File: src/rtl/v15_pulse_source_pkg.sv
// Shared widths, tuning defaults and the decay-step helper for the v15 synthetic pulse source.
// The decay/baseline defaults are the same values the v15 shaping filter is tuned against.
package v15_pulse_source_pkg;

  localparam int unsigned SIZE_ADC_DATA = 12;

  localparam int unsigned V15_PULSE_DECAY_SHIFT = 4;
  localparam logic [SIZE_ADC_DATA-1:0] V15_PULSE_BASELINE = '0;

  typedef logic [SIZE_ADC_DATA-1:0] adc_t;

  typedef enum logic {
    StIdle,
    StDecay
  } pulse_state_e;

  // Falls back to a unit step once the shifted term underflows, so the tail always reaches 0.
  function automatic adc_t decay_step(adc_t a, int unsigned shift);
    adc_t drop;
    drop = a >> shift;
    if (drop != '0) begin
      return a - drop;
    end else if (a != '0) begin
      return a - adc_t'(1);
    end else begin
      return '0;
    end
  endfunction

endpackage

File: src/rtl/v15_pulse_source_if.sv
// Control and sample-stream bundle of the synthetic pulse source.
// master = stimulus side, slave = the pulse source itself.
interface v15_pulse_source_if #(
  parameter int unsigned PERIOD_W = 16,
  parameter int unsigned COUNT_W  = 16
) ();
  import v15_pulse_source_pkg::*;

  logic                start;
  adc_t                amplitude;
  logic [PERIOD_W-1:0] period;
  adc_t                output_data;
  logic                pulse_strobe;
  logic                busy;
  logic [COUNT_W-1:0]  pulse_count;

  modport master (
    output start,
    output amplitude,
    output period,
    input  output_data,
    input  pulse_strobe,
    input  busy,
    input  pulse_count
  );

  modport slave (
    input  start,
    input  amplitude,
    input  period,
    output output_data,
    output pulse_strobe,
    output busy,
    output pulse_count
  );

endinterface

File: src/rtl/v15_pulse_source_sat_add.sv
// Combinational unsigned adder that clamps to all-ones on carry-out.
module v15_pulse_source_sat_add #(
  parameter int unsigned Width = 12
) (
  input  logic [Width-1:0] a_i,
  input  logic [Width-1:0] b_i,
  output logic [Width-1:0] sum_o
);

  logic [Width:0] full_sum;

  assign full_sum = {1'b0, a_i} + {1'b0, b_i};
  assign sum_o    = full_sum[Width] ? '1 : full_sum[Width-1:0];

endmodule

File: src/rtl/v15_pulse_source.sv
// Step-exponential pulse generator with pile-up, one-shot or periodic triggering.
// acc holds the tail; the output stage adds BASELINE one register later.
module v15_pulse_source
  import v15_pulse_source_pkg::*;
#(
  parameter int unsigned               DECAY_SHIFT = V15_PULSE_DECAY_SHIFT,
  parameter logic [SIZE_ADC_DATA-1:0]  BASELINE    = V15_PULSE_BASELINE,
  parameter int unsigned               PERIOD_W    = 16,
  parameter int unsigned               COUNT_W     = 16
) (
  input logic               clk,
  input logic               reset,
  v15_pulse_source_if.slave bus
);

  pulse_state_e        state_q;
  adc_t                acc_q;
  adc_t                acc_d;
  adc_t                decayed;
  adc_t                addend;
  adc_t                out_sum;
  logic                trigger;
  logic                trig_q;
  logic [PERIOD_W-1:0] period_cnt_q;
  logic [COUNT_W-1:0]  pulse_count_q;
  adc_t                output_q;
  logic                strobe_q;
  logic                busy_q;

  assign trigger = bus.start | ((bus.period != '0) && (period_cnt_q == PERIOD_W'(1)));
  assign decayed = decay_step(acc_q, DECAY_SHIFT);
  assign addend  = trigger ? bus.amplitude : '0;

  v15_pulse_source_sat_add #(
    .Width(SIZE_ADC_DATA)
  ) u_pileup_add (
    .a_i  (decayed),
    .b_i  (addend),
    .sum_o(acc_d)
  );

  v15_pulse_source_sat_add #(
    .Width(SIZE_ADC_DATA)
  ) u_baseline_add (
    .a_i  (BASELINE),
    .b_i  (acc_q),
    .sum_o(out_sum)
  );

  // Output, busy and strobe lag acc by one register so all three line up on output_data.
  always_ff @(posedge clk) begin
    if (reset) begin
      state_q       <= StIdle;
      acc_q         <= '0;
      trig_q        <= 1'b0;
      period_cnt_q  <= '0;
      pulse_count_q <= '0;
      output_q      <= '0;
      strobe_q      <= 1'b0;
      busy_q        <= 1'b0;
    end else begin
      acc_q <= acc_d;
      case (state_q)
        StIdle:  if (acc_d != '0) state_q <= StDecay;
        StDecay: if (acc_d == '0) state_q <= StIdle;
        default: state_q <= StIdle;
      endcase

      if (trigger || (period_cnt_q == '0)) begin
        period_cnt_q <= bus.period;
      end else begin
        period_cnt_q <= period_cnt_q - PERIOD_W'(1);
      end

      if (trigger) begin
        pulse_count_q <= pulse_count_q + COUNT_W'(1);
      end

      trig_q   <= trigger;
      strobe_q <= trig_q;
      output_q <= out_sum;
      busy_q   <= (state_q == StDecay);
    end
  end

  assign bus.output_data  = output_q;
  assign bus.pulse_strobe = strobe_q;
  assign bus.busy         = busy_q;
  assign bus.pulse_count  = pulse_count_q;

endmodule

File: src/flat_wrapper.sv
// flat-port wrapper written by rule: the top's interface ports become plain ports
module v15_pulse_source_flat import v15_pulse_source_pkg::*;
#(
  parameter int unsigned               DECAY_SHIFT = V15_PULSE_DECAY_SHIFT,
  parameter logic [SIZE_ADC_DATA-1:0]  BASELINE    = V15_PULSE_BASELINE,
  parameter int unsigned               PERIOD_W    = 16,
  parameter int unsigned               COUNT_W     = 16
)
  (clk, reset, bus_start, bus_amplitude, bus_period, bus_output_data, bus_pulse_strobe, bus_busy, bus_pulse_count);
  v15_pulse_source_if #(.PERIOD_W(PERIOD_W), .COUNT_W(COUNT_W)) bus_i ();
  input logic clk;
  input logic reset;
  input wire logic [$bits(bus_i.start)-1:0] bus_start;
  input wire logic [$bits(bus_i.amplitude)-1:0] bus_amplitude;
  input wire logic [$bits(bus_i.period)-1:0] bus_period;
  output wire logic [$bits(bus_i.output_data)-1:0] bus_output_data;
  output wire logic [$bits(bus_i.pulse_strobe)-1:0] bus_pulse_strobe;
  output wire logic [$bits(bus_i.busy)-1:0] bus_busy;
  output wire logic [$bits(bus_i.pulse_count)-1:0] bus_pulse_count;
  assign bus_i.start = bus_start;
  assign bus_i.amplitude = bus_amplitude;
  assign bus_i.period = bus_period;
  assign bus_output_data = bus_i.output_data;
  assign bus_pulse_strobe = bus_i.pulse_strobe;
  assign bus_busy = bus_i.busy;
  assign bus_pulse_count = bus_i.pulse_count;
  v15_pulse_source #(.DECAY_SHIFT(DECAY_SHIFT), .BASELINE(BASELINE), .PERIOD_W(PERIOD_W), .COUNT_W(COUNT_W)) u_core (.clk(clk), .reset(reset), .bus(bus_i));
endmodule
File: config.mk
export PLATFORM = sky130hd
export DESIGN_NAME = v15_pulse_source_flat
export DESIGN_NICKNAME = d
export VERILOG_FILES = /design/src/rtl/v15_pulse_source_pkg.sv /design/src/rtl/v15_pulse_source_if.sv /design/src/rtl/v15_pulse_source_sat_add.sv /design/src/rtl/v15_pulse_source.sv /design/src/flat_wrapper.sv
export SDC_FILE = /design/constraint.sdc
export NUM_CORES = 1
export LEC_CHECK = 0
export CORE_MARGIN = 2
export CORE_UTILIZATION = 58
export DETAILED_ROUTE_END_ITERATION = 16
export MAX_ROUTING_LAYER = met4
export PLACE_DENSITY = 0.86
export SLEW_MARGIN = 10
export SYNTH_ARGS = -nofsm -noshare
export SYNTH_HDL_FRONTEND = slang
export SYNTH_SLANG_ARGS = --single-unit
File: constraint.sdc
create_clock -name clk -period 5.6 [get_ports clk]
set_clock_uncertainty 0.05 [all_clocks]
set_input_delay 0.56 -clock clk [delete_from_list [all_inputs] [get_ports clk]]
set_output_delay 0.56 -clock clk [all_outputs]
set_load 0.02 [all_outputs]
==> impl_metrics.toml, run 1 <==
[cells_and_area]
diodes = 0
stdcell_count = 575
layout.nets = 554
utilization_pct = 74.07
final_common_cell = "nor2_1"
fill_cells = 464
mostFrequentLayoutCells = "nor2_1, dfxtp_1, clkdlybuf4s50_1, a21oi_1, nand2_1"
layout-drive-gt1-share_pct = 5.800
syn_to_final_growth_pct = 23.03

[yosys]
async_flop_share_pct = 0
syn_area_sq_mm = 0.003565
synth_top_flop_cell = "dfxtp_1"
syn_avg_cell_area_sq_um = 8.139
yosysWarnings = 0
synthesis.nets = 497
synth_seq_cells = 60
syn_inst = 438
yosysUniqueCellTypes = 54
synth_edf_count = 0
ys_seq_area_share_pct = 33.70

[placement]
port_buffers = 60
dpl.hpwl_um = 5793
gp_congestion = 0.9393
placedCellCount = 559

[worst_setup_path]
critPathBufInv = 1
reg2reg_slack_ns = 1.36
cp.required_ns = 5.72
startpoint = "bus_period[10]"
crit_top_cell = "a21oi_1"
crit_cells = 13
crit_path_top_delay_cell = "a31oi_1"
r2r-end = "u_core.acc_q[3]"
crit_family = "compound AO/OA/AOI/OAI gates"
r2r_cells = 12
worstReg2RegStart = "u_core.acc_q[5]"
crit_chain = "clkdlybuf4s50_1 -> nor4_1 -> a41oi_1 -> a41oi_4 -> nor2b_1 -> ha_1 -> fa_1 -> a21oi_1 -> nor2_1 -> o311ai_1 -> nand2_1 -> a31oi_1 -> a21oi_1"
cp-end-kind = "register"
worstSetupPathType = "in2reg"
cp-endpoint = "u_core.acc_q[3]"
crit_arrival_ns = 4.77
critical_path.max_stage_delay_ns = 0.71
cp-start-kind = "input port"
crit_path_max_fanout = 18

[clock_tree]
cts_setup_buffers = 0
insertion_delay_ns = 0.34
numCtsBuffers = 9
hold_buffers = 0
clk_pin_slew_ns = 0.07
cts_tree = "yes"
cts_resized = 0
cts-root-buf = "clkbuf_8"
clockBufferDepth = 2
clock_sinks = 60
cts.htree.levels = 3

[timing]
worstMarginPinSlew_ns = 1.031
final_hold_viol_count = 0
drv_slew = 0
period_minus_slack_ns = 4.653
fmax_ghz = 0.2149
whs_ns = 0.3940
timing.final.crit_share_pct = 83.08
fin_tns_setup_ns = 0
setup_viol = 0
rsz0062_at_grt = "false"
slew_headroom_pct = 31.25

[routing]
drc = 0
drtPass1Iterations = 7
num_vias = 3235
drt-initial-drc-count = 217
drt-wirelength-per-cell_um = 13.81
drt-total-wl_um = 7943
viasPerCell = 5.626
ant_nets = 0

[global_route]
grt_start_max_net_pins = 61
grt_usage_pct = 24.74
antenna_found_initial = 0
grt_pass1_vias = 2911
grt_util_met1_pct = 30.41
use_met3_pct = 5.978
grt-busiest-layer = "met2"
grt_pass1_wl_um = 12540
met2_usage_pct = 40.40
grt_overflow_total = 0

[die]
fp.dieH_um = 82.40
die-width_um = 82.40
core_sq_mm = 0.005921
num_rows = 28
initial_core_util_pct = 60.21
dieArea_sq_mm = 0.006789
io_pins = 61

[power_and_ir_drop]
ir_drop_uv = 477.0
leakagePower_nw = 1.767
power_density_mw_per_mm2 = 610.4

[worst_hold_path]
hp-class = "reg2reg"
hold_depth = 1

[status]
outcome = "complete, no violations"

[job]
drv_cap = 0
## registers in the layout (all words and copies together), names as in the netlist
register and count:
u_core.bus.pulse_count 16, u_core.trig_q 1, u_core.acc_q 12, u_core.state_q 1, u_core.period_cnt_q 16, u_core.bus.pulse_strobe 1, u_core.bus.output_data 12, u_core.bus.busy 1
## worst reg2reg max path: cells and delay by family (launching register included)
kind / cells / cell delay [ns]
compound gates: 5 / 1.62
fa+ha+maj: 2 / 0.68
flops: 1 / 0.36
simple gates: 5 / 1.39
## cell usage after synthesis (3+ instances only)
library cell,instances,area (sq um)
inv_1,22,82.58
a21o_1,3,22.52
and3_1,6,37.54
nand2b_1,3,18.77
a21oi_1,43,215.2
xor2_1,22,192.7
clkbuf_1,9,33.78
dfxtp_1,60,1201
a31oi_1,4,25.02
and2b_2,4,35.03
nor2_1,73,274.0
nor2b_1,18,112.6
xnor2_1,20,175.2
ha_1,26,325.3
nor3_1,8,40.04
nand2_1,31,116.4
nand3_1,10,50.05
buf_2,3,15.01
nor4_1,9,56.30
o21ai_0,20,100.1
nand4_1,3,18.77
## cell families after synthesis
family,synth area share (%)
AOI/OAI and AO/OA,15.13
xor gates and xnor gates,10.32
adders and majority gates,10.25
buffers and inverters,4.282
DFF,33.70
muxes,0.2808
and+or+nand+nor,26.04
## metrics by stage
stage / total power, W / area (sq um) / setup WS (ns)
after floorplan: 0.001860 / 3565 / 1.759
after CTS: 0.002645 / 4385 / 0.9708
after detailed placement: 0.002223 / 4184 / 0.6644
after global routing: 0.002885 / 4385 / 0.6129
after global placement: 0.002171 / 4184 / 0.8765
final: 0.002677 / 4385 / 0.9473
## power breakdown
group          internal, W  leakage (nW)  switching [W]
clock             0.000216        0.0983       0.000175
sequential        0.000510         0.494      0.0000746
combinational     0.000713          1.17       0.000988
total              0.00144          1.77        0.00124
## routing by layer
metal,vias up,share of wire (%)
li1,1620,-
met1,1501,45
met2,110,48
met3,4,6.0
met4,0,0.63
met5,-,0
## worst min path at each step
stage	endpoint	slack (ns)	start
6_report	u_core.bus.busy	0.39	u_core.state_q
5_1_grt	u_core.bus.busy	0.41	u_core.state_q
4_1_cts	u_core.bus.busy	0.40	u_core.state_q
3_5_place_dp	u_core.bus.busy	0.38	u_core.state_q
3_3_place_gp	u_core.bus.busy	0.38	u_core.state_q
2_1_floorplan	u_core.bus.busy	0.36	u_core.state_q
## area by class of cell
class	count	area (sq um)	share of cell area (%)
multi-input combinational	342	2211	50.41
tap	75	93.84	2.140
inverter	22	82.58	1.883
timing repair buffer	60	595.6	13.58
clock inverter	6	63.81	1.455
sequential	60	1201	27.39
clock buffer	10	137.6	3.138
Power figures use the tool's default switching activity.
==> inputs of run 2 (changes only) <==
--- a/config.mk
+++ b/config.mk
@@ -6,10 +6,10 @@
 export NUM_CORES = 1
 export LEC_CHECK = 0
 export CORE_MARGIN = 2
-export CORE_UTILIZATION = 58
+export CORE_UTILIZATION = 53
 export DETAILED_ROUTE_END_ITERATION = 16
 export MAX_ROUTING_LAYER = met4
-export PLACE_DENSITY = 0.86
+export PLACE_DENSITY = 0.8
 export SLEW_MARGIN = 10
 export SYNTH_ARGS = -nofsm -noshare
 export SYNTH_HDL_FRONTEND = slang
==> constraint.sdc (replaced) <==
create_clock -name clk -period 4.3 [get_ports clk]
set_clock_uncertainty 0.05 [all_clocks]
set_input_delay 0.43 -clock clk [delete_from_list [all_inputs] [get_ports clk]]
set_output_delay 0.43 -clock clk [all_outputs]
set_load 0.02 [all_outputs]
==> impl_metrics.toml, run 2 (synthesized netlist as in run 1, its figures left out) <==
[status]
outcome = "complete, no violations"

[clock_tree]
insertion_delay_ns = 0.34
clk_pin_slew_ns = 0.08
cts_setup_buffers = 0
clock_sinks = 60
clockBufferDepth = 2
cts_tree = "yes"
cts.htree.levels = 3
cts-root-buf = "clkbuf_8"
numCtsBuffers = 9

[routing]
viasPerCell = 5.377
drt-total-wl_um = 7741
drtPass1Iterations = 4
drt-initial-drc-count = 228
ant_nets = 0
num_vias = 3124
drc = 0
drt-wirelength-per-cell_um = 13.32

[worst_setup_path]
cp-start-kind = "input port"
crit_arrival_ns = 4.05
critical_path.max_stage_delay_ns = 0.43
critPathBufInv = 1
crit_top_cell = "a41oi_1"
crit_path_max_fanout = 3
worstSetupPathType = "in2reg"
cp-end-kind = "register"
crit_chain = "clkdlybuf4s50_1 -> nor4_1 -> a41oi_1 -> a41oi_4 -> nor2b_1 -> ha_1 -> fa_1 -> a21oi_1 -> nor2_1 -> o311ai_2 -> a32oi_1 -> xnor2_1 -> nor4bb_1 -> a41oi_1"
crit_family = "compound AO/OA/AOI/OAI gates"
crit_path_top_delay_cell = "clkdlybuf4s50_1"
cp.required_ns = 4.42

[timing]
fin_tns_setup_ns = 0
rsz0062_at_grt = "false"
setup_viol = 0
timing.final.crit_share_pct = 91.53
fmax_ghz = 0.2541
final_hold_viol_count = 0
drv_slew = 0
worstMarginPinSlew_ns = 1.051
slew_headroom_pct = 29.94
period_minus_slack_ns = 3.936

[placement]
dpl.hpwl_um = 5806
port_buffers = 60
gp_congestion = 0.9040

[global_route]
grt_start_max_net_pins = 61
grt_usage_pct = 22.54
grt_pass1_vias = 2914
antenna_found_initial = 0
grt_pass1_wl_um = 13030
grt_overflow_total = 0

[cells_and_area]
final_common_cell = "nor2_1"
layout-drive-gt1-share_pct = 6.746
syn_to_final_growth_pct = 23.66
layout.nets = 558
mostFrequentLayoutCells = "nor2_1, dfxtp_1, clkdlybuf4s50_1, a21oi_1, nand2_1"
diodes = 0
utilization_pct = 68.63

[die]
io_pins = 61
num_rows = 29
dieArea_sq_mm = 0.007398
fp.dieH_um = 86.01
core_sq_mm = 0.006422
die-width_um = 86.01
initial_core_util_pct = 55.50

[worst_hold_path]
hp-class = "reg2reg"

[power_and_ir_drop]
power_density_mw_per_mm2 = 778.6
leakagePower_nw = 1.772
ir_drop_uv = 546.8

[job]
drv_cap = 0
## run 2: cell count changes in the layout (fill, tap and decap cells not counted), sizes merged
cell and delta:
buf +4, bufinv -1, clkbuf -1, clkinv -2, clkinvlp +1, inv +3
## run 2: final timing paths
check	endpoint	slack [ns]	from	cells after the start
setup reg to reg	u_core.state_q	0.39	u_core.acc_q[0]	15
setup / recovery	u_core.state_q	0.36	bus_period[2]	14
hold / removal	u_core.bus.pulse_strobe	0.39	u_core.trig_q	1
hold reg to reg	u_core.bus.pulse_strobe	0.39	u_core.trig_q	1
## run 2: cell type report
type	instances	area (sq um)
inverters	22	82.58
repair buffers	64	625.6
clock inverters	7	60.06
well taps	77	96.34
flip-flops and latches	60	1201
fillers	535	2014
multi-input cells	342	2218
clock buffers	9	123.9
## run 2: where the power goes
| part | switching [W] | internal, W |
|---|---|---|
| clock network | 0.000250 | 0.000217 |
| logic | 0.00126 | 0.000944 |
| registers | 0.0000969 | 0.000664 |
| total | 0.00161 | 0.00183 |
## run 2: routing by layer
layer	global-route usage (%)	part of all wire, %	vias to the layer above
li1	-	-	1636
met1	28.85	48	1405
met2	35.66	47	77
met3	4.524	4.8	6
met4	7.359	0.75	0
met5	-	0	-
## run 2: metrics by stage
step | power, W | area [sq um] | setup slack [ns] | instances | hold WS (ns)
final | 0.003432 | 4408 | 0.3640 | 581 | 0.3944
after detailed placement | 0.002917 | 4217 | 0.003934 | 565 | 0.3785
after global placement | 0.002860 | 4217 | 0.2153 | 565 | 0.3753
after CTS | 0.003398 | 4400 | 0.3183 | 581 | 0.3983
after floorplan | 0.002422 | 3565 | 0.5888 | 438 | 0.3638
after global routing | 0.003743 | 4408 | 0.04092 | 581 | 0.4151
## run 2: repair_timing
action / in CTS / in global routing
setup endpoints to repair: 0 / 1
hold buffers: 0 / 0
resized for setup: 0 / 1
==> inputs of run 3 (changes only) <==
--- a/config.mk
+++ b/config.mk
@@ -5,11 +5,13 @@
 export SDC_FILE = /design/constraint.sdc
 export NUM_CORES = 1
 export LEC_CHECK = 0
+export CELL_PAD_IN_SITES_DETAIL_PLACEMENT = 0
+export CELL_PAD_IN_SITES_GLOBAL_PLACEMENT = 1
 export CORE_MARGIN = 2
-export CORE_UTILIZATION = 53
+export CORE_UTILIZATION = 39
 export DETAILED_ROUTE_END_ITERATION = 16
 export MAX_ROUTING_LAYER = met4
-export PLACE_DENSITY = 0.8
+export PLACE_DENSITY_LB_ADDON = 0.1
 export SLEW_MARGIN = 10
 export SYNTH_ARGS = -nofsm -noshare
 export SYNTH_HDL_FRONTEND = slang
==> impl_metrics.toml, run 3 (synthesized netlist as in run 1, its figures left out) <==
[cells_and_area]
layout-drive-gt1-share_pct = 6.719
utilization_pct = 50.68
syn_to_final_growth_pct = 25.20
diodes = 0
stdcell_count = 614
multi_input_area_sq_mm = 0.002211
seqCellArea_sq_mm = 0.001201
final_common_cell = "nor2_1"
mostFrequentLayoutCells = "nor2_1, dfxtp_1, clkdlybuf4s50_1, a21oi_1, nand2_1"
design_area_sq_mm = 0.004463
fill_cells = 887
layout.nets = 560

[clock_tree]
clockBufferDepth = 2
hold_buffers = 0
clk_pin_slew_ns = 0.07
insertion_delay_ns = 0.34
numCtsBuffers = 9
cts.htree.levels = 3
cts_tree = "yes"
cts-root-buf = "clkbuf_8"
cts_setup_buffers = 0
cts_resized = 0
clock_sinks = 60

[worst_setup_path]
worstSetupPathType = "reg2reg"
cp-end-kind = "register"
cp-start-kind = "register"
cp.required_ns = 4.41
crit_path_max_fanout = 5
crit_arrival_ns = 4.08

[global_route]
grt_pass1_vias = 2878
grt_pass1_wl_um = 13450
grt_usage_pct = 17.46
grt_start_max_net_pins = 61
grt_overflow_total = 0
antenna_found_initial = 0

[placement]
port_buffers = 60
dpl.hpwl_um = 6175
placed_cell_area_sq_mm = 0.004270
placedCellCount = 598
gp_congestion = 0.8814

[job]
drv_cap = 0

[timing]
whs_ns = 0.3932
timing.final.crit_share_pct = 92.40
period_minus_slack_ns = 3.973
worstMarginPinSlew_ns = 1.110
fmax_ghz = 0.2517
setup_viol = 0
rsz0062_at_grt = "false"
drv_slew = 0
slew_headroom_pct = 26.00
final_hold_viol_count = 0

[die]
die-width_um = 99.61
io_pins = 61
num_rows = 34
fp.dieH_um = 99.61
core_sq_mm = 0.008806
dieArea_sq_mm = 0.009921
initial_core_util_pct = 40.48

[routing]
num_vias = 3137
drt-wirelength-per-cell_um = 13.21
drc = 0
viasPerCell = 5.109
drt-total-wl_um = 8108
ant_nets = 0
drt-initial-drc-count = 94
drtPass1Iterations = 4

[status]
outcome = "complete, no violations"

[power_and_ir_drop]
power_density_mw_per_mm2 = 777.7
ir_drop_uv = 408.1
finalPower_w = 0.003471
leakagePower_nw = 1.794

[worst_hold_path]
hp-class = "reg2reg"
-- run 3: per-layer routing --
layer  share of wire, %  track usage [%]  up-vias
met1                 53            23.99     1442
met3                3.2            3.514        9
li1                   -                -     1636
met5                  0                -        -
met4                1.3            6.322        0
met2                 43            25.42       50
-- run 3: critical path: stages (launching register included) --
cell and delay (ns):
dfxtp_1 0.38, inv_1 0.11, ha_1 0.24, fa_1 0.41, nor2b_1 0.13, o21ai_0 0.10
and3_1 0.20, o31ai_1 0.44, ha_1 0.38, a21oi_1 0.16, nor2b_1 0.07, o311ai_1 0.37
a32oi_1 0.18, xnor2_1 0.20, nor4bb_1 0.25, a41oi_1 0.14
-- run 3: layout make-up --
cell class                 instances  share of cell area [%]
clock buffer                      10                   2.860
inverter                          22                   1.850
tap                              108                   3.028
multi-input combinational        342                   49.54
clock inverter                     6                   1.458
timing repair buffer              66                   14.35
sequential                        60                   26.91
-- run 3: final timing paths --
| path | start | end | slack [ns] | cells after the start |
|---|---|---|---|---|
| max | u_core.acc_q[0] | u_core.state_q | 0.33 | 15 |
| min | u_core.trig_q | u_core.bus.pulse_strobe | 0.39 | 1 |
| max reg2reg | u_core.acc_q[0] | u_core.state_q | 0.33 | 15 |
| min reg2reg | u_core.trig_q | u_core.bus.pulse_strobe | 0.39 | 1 |
-- run 3: per-stage QoR --
stage	TNS, ns	worst slack [ns]
6_report	0	0.3268
5_1_grt	0	0.01159
4_1_cts	0	0.3017
3_5_place_dp	-0.05306	-0.05306
3_3_place_gp	0	0.01435
2_1_floorplan	0	0.5888
-- run 3: report_power, final --
group	total, W	internal, W	switching (W)
Combinational	0.00221	0.000955	0.00126
Sequential	0.000765	0.000665	0.000100
Clock	0.000494	0.000267	0.000226
